**config.mk**
```make
export PLATFORM = sky130hd
export DESIGN_NAME = id_inst_queue
export DESIGN_NICKNAME = d
export VERILOG_FILES = /design/src/rtl/id_inst_queue.sv
export SDC_FILE = /design/constraint.sdc
export NUM_CORES = 1
export LEC_CHECK = 0
export ABC_AREA = 1
export CAP_MARGIN = 20
export CORE_ASPECT_RATIO = 1.1
export CORE_MARGIN = 2
export CORE_UTILIZATION = 40
export CTS_BUF_LIST = sky130_fd_sc_hd__clkbuf_8
export CTS_CLUSTER_SIZE = 8
export DETAILED_ROUTE_END_ITERATION = 6
export GPL_TIMING_DRIVEN = 0
export PLACE_DENSITY = 0.69
export SLEW_MARGIN = 30
export SYNTH_ARGS = -nofsm -noshare
export SYNTH_HDL_FRONTEND = slang
export SYNTH_SLANG_ARGS = --single-unit
```
**constraint.sdc**
```tcl
create_clock -name clk -period 5.5 [get_ports clk]
set_clock_uncertainty 0.2 [all_clocks]
set_input_delay 1.1 -clock clk [delete_from_list [all_inputs] [get_ports clk]]
set_output_delay 1.1 -clock clk [all_outputs]
set_load 0.005 [all_outputs]
```
**src/rtl/id_inst_queue.sv**
```systemverilog
// Instruction queue between fetch and decode: circular buffer of {pc, inst} entries with branch flush and delay-slot keep.
// Latency: one cycle from push to out_valid; zero cycles on an empty queue when IQ_BYPASS_EN is defined.
// Backpressure: in_ready drops only when full (registered state only); out_valid holds the head until out_ready.
module id_inst_queue #(
    parameter int DEPTH  = 4,
    parameter int PC_W   = 32,
    parameter int INST_W = 32
) (
    input  logic                     clk,
    input  logic                     rst,
    input  logic                     in_valid,
    output logic                     in_ready,
    input  logic [PC_W-1:0]          in_pc,
    input  logic [INST_W-1:0]        in_inst,
    output logic                     out_valid,
    input  logic                     out_ready,
    output logic [PC_W-1:0]          out_pc,
    output logic [INST_W-1:0]        out_inst,
    input  logic                     flush,
    input  logic                     flush_keep,
    output logic [$clog2(DEPTH):0]   count
);

    localparam int AW = $clog2(DEPTH);
    localparam int PW = AW + 1;
    localparam logic [PW-1:0] DEPTH_C = PW'(DEPTH);
    localparam logic [PW-1:0] ONE     = PW'(1);

    // Pointers carry an extra wrap bit so full and empty are distinguishable.
    logic [PW-1:0]     head;
    logic [PW-1:0]     tail;
    logic [PW-1:0]     head_nxt;
    logic [PW-1:0]     tail_nxt;
    logic [PW-1:0]     head_pop;
    logic [PW-1:0]     remain;
    logic              push;
    logic              pop;
    logic              bypass;
    logic              wr_en;

    // Storage is deliberately not reset; validity is tracked by the pointers alone.
    logic [PC_W-1:0]   pc_mem   [DEPTH];
    logic [INST_W-1:0] inst_mem [DEPTH];

    assign count    = tail - head;
    assign in_ready = (count != DEPTH_C);
    assign push     = in_valid & in_ready;
    assign pop      = out_valid & out_ready;
    assign head_pop = head + {{AW{1'b0}}, pop};
    assign remain   = count - {{AW{1'b0}}, pop};

    // Head presentation, optionally short-circuiting an empty queue straight from fetch.
    always_comb begin
        bypass    = 1'b0;
        out_valid = (count != '0);
        out_pc    = pc_mem[head[AW-1:0]];
        out_inst  = inst_mem[head[AW-1:0]];
`ifdef IQ_BYPASS_EN
        if (count == '0 && !flush) begin
            bypass    = 1'b1;
            out_valid = in_valid;
            out_pc    = in_pc;
            out_inst  = in_inst;
        end
`endif
    end

    // Pointer next-state: flush discards (optionally keeping the delay-slot entry), otherwise normal push/pop.
    always_comb begin
        head_nxt = head;
        tail_nxt = tail;
        wr_en    = 1'b0;
        if (flush) begin
            head_nxt = head_pop;
            if (!flush_keep) begin
                tail_nxt = head_pop;
            end else if (remain != '0) begin
                // Oldest surviving stored entry becomes the only one; any push is dropped.
                tail_nxt = head_pop + ONE;
            end else if (push) begin
                // Nothing stored survives, so the incoming instruction is the delay slot.
                wr_en    = 1'b1;
                tail_nxt = tail + ONE;
            end else begin
                tail_nxt = head_pop;
            end
        end else if (bypass && pop) begin
            // Entry consumed directly by decode; nothing is stored.
            head_nxt = head;
            tail_nxt = tail;
        end else begin
            head_nxt = head_pop;
            if (push) begin
                wr_en    = 1'b1;
                tail_nxt = tail + ONE;
            end
        end
    end

    // Pointer registers, cleared asynchronously.
    always_ff @(posedge clk or posedge rst) begin
        if (rst) begin
            head <= '0;
            tail <= '0;
        end else begin
            head <= head_nxt;
            tail <= tail_nxt;
        end
    end

    // Entry storage write at the tail slot.
    always_ff @(posedge clk) begin
        if (wr_en && !rst) begin
            pc_mem[tail[AW-1:0]]   <= in_pc;
            inst_mem[tail[AW-1:0]] <= in_inst;
        end
    end

endmodule

```
==> reports/qor_table.md <==
| Stage | Item | This run |
|---|---|---|
| cts | Post-CTS setup repair buffer count | 0 |
| final layout | Antenna Diode Count | 0 |
| detailed routing | Antenna violation net count after detailed routing | 0 |
| die | Effective utilization at floorplan | 40.9% |
| global routing | Overflow after GRT | 0 |
| sta | Count of final max-slew check failures | 0 |
| global routing | Met2 usage in global routing | 29.4% |
| cts | Cells resized by post-CTS repair | 0 |
| power | Static leakage | 0.00439 µW |
| final layout | # nets final | 989 |
| min path | Worst hold path type | reg2reg |
| global routing | Global Route Usage Sum | 17.7% |
| detailed routing | Post-DR wirelength/cell | 18.9 µm |
| cts | Clk Latency, worst-skew pair | 0.52 ns |
| sta | Crit path setup slack, layout | 1.04 ns |
| detailed routing | DRC | 0 |
| final layout | Layout cell share with drive strength beyond 1 | 9.00% |
| die | Area of the die | 26400 µm² |
| cts | Clock H-tree levels | 2 |
| die | I/O pin cnt | 139 |
| logic synthesis | Syn Nets | 792 |
| power | Pwr per Cell Area | 513 nW/µm² |
| logic synthesis | Mean Syn Cell Area | 14.1 µm² |
| critical path | Startpoint of the most critical setup path | head[0] |
| critical path | Setup Crit Path Kind | reg2out |
| cts | Clock Tree Root | sky130_fd_sc_hd__clkbuf_8 |
| global routing | Global routing usage on met1 | 22.4% |
| global routing | Maximum number of pins on one net before global-route repair | 21 |
| logic synthesis | Dominant cell type by area after synthesis | sky130_fd_sc_hd__edfxtp_1 |
| global routing | Layer with the highest usage after global routing | met2 |
| power | Peak ir drop on the vdd network | 244 µV |
| global routing | GR Util met3 | 4.69% |
| sta | Max_slew headroom | 59.7% |
| logic synthesis | Post-synth cell types | 24 |
| critical path | Arrival time at the worst endpoint | 3.16 ns |
| logic synthesis | Share of synthesized registers carrying an async set or reset | 2.29% |
| critical path | Nature of the critical path endpoint | primary output |
| detailed routing | Total via count in the routed design | 6400 |
| detailed routing | Drt first-iter violations | 435 |
| logic synthesis | Synthesized instance count | 712 |
| critical path | Launch point of the worst reg-to-reg path | head[0] |
| sta | Time the worst path needs with I/O delays and setup | 4.46 ns |
| global routing | Initial antenna violation count | 1 |
| detailed routing | Detailed-route wire length | 23.5 mm |
| sta | Total setup violations reported at the end of the flow | 0 |
| logic synthesis | Most frequent cells after synthesis | sky130_fd_sc_hd__edfxtp_1 (256), sky130_fd_sc_hd__nor2_1 (133), sky130_fd_sc_hd__o21ai_0 (129) |
| placement | Final weighted congestion in routability-driven placement | 0.781 |
| critical path | Reg-to-Reg End | pc_mem[3][23] |
| logic synthesis | Share of the synthesized area in the top cell type | 76.6% |
| logic synthesis | Number of synthesized register bits | 262 |
| cts | Number of buffers created by CTS | 42 |
| logic synthesis | Most instantiated library cell after synthesis | sky130_fd_sc_hd__edfxtp_1 |
| critical path | R2R Setup Slk | 1.41 ns |
| logic synthesis | Dominant register cell in the synthesized netlist | sky130_fd_sc_hd__edfxtp_1 |
| critical path | Worst Reg-to-Reg Cells | 18 |
| sta | Total negative setup slack | 0 ns |
| global routing | Vias in the first global route | 6556 |
| cts | Clock tree from TritonCTS | built |
| placement | Post-place instance area | 12200 µm² |
| die | Area of the core region | 24500 µm² |
| global routing | Global-route wire length before repair | 35.4 mm |
| sta | Max frequency | 224 MHz |
| final layout | Post-route core utilization | 52.8% |
| die | Overall die height | 170 µm |
| die | Chip width | 155 µm |
| cts | Clock transition at the register clock pins on the worst setup and hold paths after CTS | 0.06 ns |
| critical path | Crit path capture | out_pc[14] |
| critical path | Critical path peak fanout | 10 |
| cts | Num Clock Sinks | 262 |
| logic synthesis | Number of enable flip-flop cells after synthesis | 256 |
| placement | Placement Setup Slack | 1.40 ns |
| sta | Fraction of the cycle the final worst path needs | 81.0% |
| placement | PortBufs | 138 |
| final layout | Final Instance Area | 13000 µm² |
| detailed routing | Vias per std cell | 5.15 |
| logic synthesis | Number of warning messages in the yosys log | 0 |
| die | Number of rows in the core area | 60 |
| sta | Worst-Margin Slew | 0.604 ns |
| logic synthesis | Cells taking the most area after synthesis | sky130_fd_sc_hd__edfxtp_1 (77%), sky130_fd_sc_hd__o21ai_0 (6.4%), sky130_fd_sc_hd__nor2_1 (5.0%) |
| cts | Max Buffers Root-to-Sink | 3 |
| power | Post-layout power | 6660 µW |
| detailed routing | First-pass detailed-route iteration total | 4 |
| sta | Setup repair after global routing missed its margin | no |
| cts | CTS hold repair buffers | 0 |
| critical path | Startpoint types | flop |
| final layout | Relative area change from synthesis to final layout | 29.1% |
| critical path | Data required, critical path | 4.20 ns |
| placement | Half-perimeter wire length of the detailed placement result | 15.1 mm |
| status | Result of the run | finished, final reports clean |
| logic synthesis | Combined area of all synthesized cells | 10000 µm² |
| sta | Hold Fails Final Rpt | 0 |
| logic synthesis | Sequential element share of the synthesized area | 78.1% |
| run | Number of max-cap violations | 0 |
report_power, final:
part / internal, µW / switching [µW] / leakage (µW)
logic: 1250 / 1510 / 0.00158
clock network: 762 / 696 / 0.000426
registers: 2380 / 61.2 / 0.00238
through the flow:
step / hold slack, ns / cells
2_1_floorplan: 0.320 / 712
3_3_place_gp: 0.352 / 1160
3_5_place_dp: 0.364 / 1175
4_1_cts: 0.378 / 1243
5_1_grt: 0.415 / 1243
6_report: 0.376 / 1243
final cells by class:
cell class / instances / area, µm²
fillers: 1986 / 11600
flip-flops and latches: 262 / 7840
multi-input cells: 387 / 1980
repair buffers: 153 / 1790
clock buffers: 43 / 592
well taps: 310 / 388
plain buffers: 41 / 171
clock inverters: 25 / 125
inverters: 22 / 85.1
cells by family after synthesis:
logic type / Yosys count / share of synthesized area [%]
DFF: 262 / 78.1
buffers and inverters: 63 / 2.55
adders and majority gates: 10 / 1.32
and+or+nand+nor: 180 / 7.31
xor gates and xnor gates: 3 / 0.262
AOI/OAI and AO/OA: 194 / 10.5
how the worst min path moves through the flow:
stage / startpoint / end / cells after the start
after detailed placement: tail[2] / tail[2] / 2
after global routing: tail[0] / tail[0] / 2
after global placement: tail[0] / tail[0] / 2
after CTS: tail[2] / tail[2] / 2
after floorplan: tail[0] / tail[0] / 2
final: tail[2] / tail[2] / 2
cell usage in the layout, fill, tap and decap left out:
cell type / netlist / routed
sky130_fd_sc_hd__nand3_2: 2 / 2
sky130_fd_sc_hd__nand3_1: 12 / 12
sky130_fd_sc_hd__nand2_2: 4 / 4
sky130_fd_sc_hd__clkinvlp_4: 0 / 1
sky130_fd_sc_hd__nand3b_2: 1 / 1
sky130_fd_sc_hd__nand4_1: 1 / 1
sky130_fd_sc_hd__ha_1: 9 / 9
sky130_fd_sc_hd__o21bai_1: 1 / 1
sky130_fd_sc_hd__buf_16: 0 / 14
sky130_fd_sc_hd__buf_4: 2 / 2
sky130_fd_sc_hd__fa_1: 1 / 1
sky130_fd_sc_hd__xor2_1: 2 / 2
sky130_fd_sc_hd__nor2_4: 1 / 5
sky130_fd_sc_hd__clkbuf_1: 31 / 31
sky130_fd_sc_hd__clkbuf_8: 0 / 43
sky130_fd_sc_hd__nand2_1: 25 / 25
sky130_fd_sc_hd__buf_12: 0 / 1
sky130_fd_sc_hd__bufinv_16: 0 / 1
sky130_fd_sc_hd__clkinv_1: 1 / 6
sky130_fd_sc_hd__edfxtp_1: 256 / 256
sky130_fd_sc_hd__o22ai_1: 64 / 64
sky130_fd_sc_hd__inv_4: 1 / 1
sky130_fd_sc_hd__xnor2_1: 1 / 1
sky130_fd_sc_hd__nor2_1: 133 / 129
sky130_fd_sc_hd__clkinv_2: 0 / 1
sky130_fd_sc_hd__buf_2: 8 / 8
sky130_fd_sc_hd__o21ai_0: 129 / 129
sky130_fd_sc_hd__dfrtp_1: 6 / 6
sky130_fd_sc_hd__clkdlybuf4s50_1: 0 / 138
sky130_fd_sc_hd__inv_1: 20 / 37
sky130_fd_sc_hd__nand3b_1: 1 / 1
metal layers:
| layer | share of wire (%) | wire length, µm | vias up |
|---|---|---|---|
| met4 | 2.5 | 580 | 2 |
| met1 | 41 | 9730 | 3096 |
| met3 | 7.3 | 1720 | 55 |
| li1 | - | - | 3047 |
| met5 | 0.060 | 14 | - |
| met2 | 49 | 11400 | 200 |
state kept, by name (all words and copies together) (netlist names):
name      count
head          3
inst_mem    128
tail          3
pc_mem      128
critical path, cell delays in order, from the launching register on:
cell                              delay [ns]
sky130_fd_sc_hd__dfrtp_1                0.49
sky130_fd_sc_hd__buf_2                  0.25
sky130_fd_sc_hd__inv_1                  0.09
sky130_fd_sc_hd__buf_2                  0.27
sky130_fd_sc_hd__clkbuf_1               0.51
sky130_fd_sc_hd__o21ai_0                0.16
sky130_fd_sc_hd__o22ai_1                0.30
sky130_fd_sc_hd__clkdlybuf4s50_1        0.57
(Power assumes the default switching activity.)
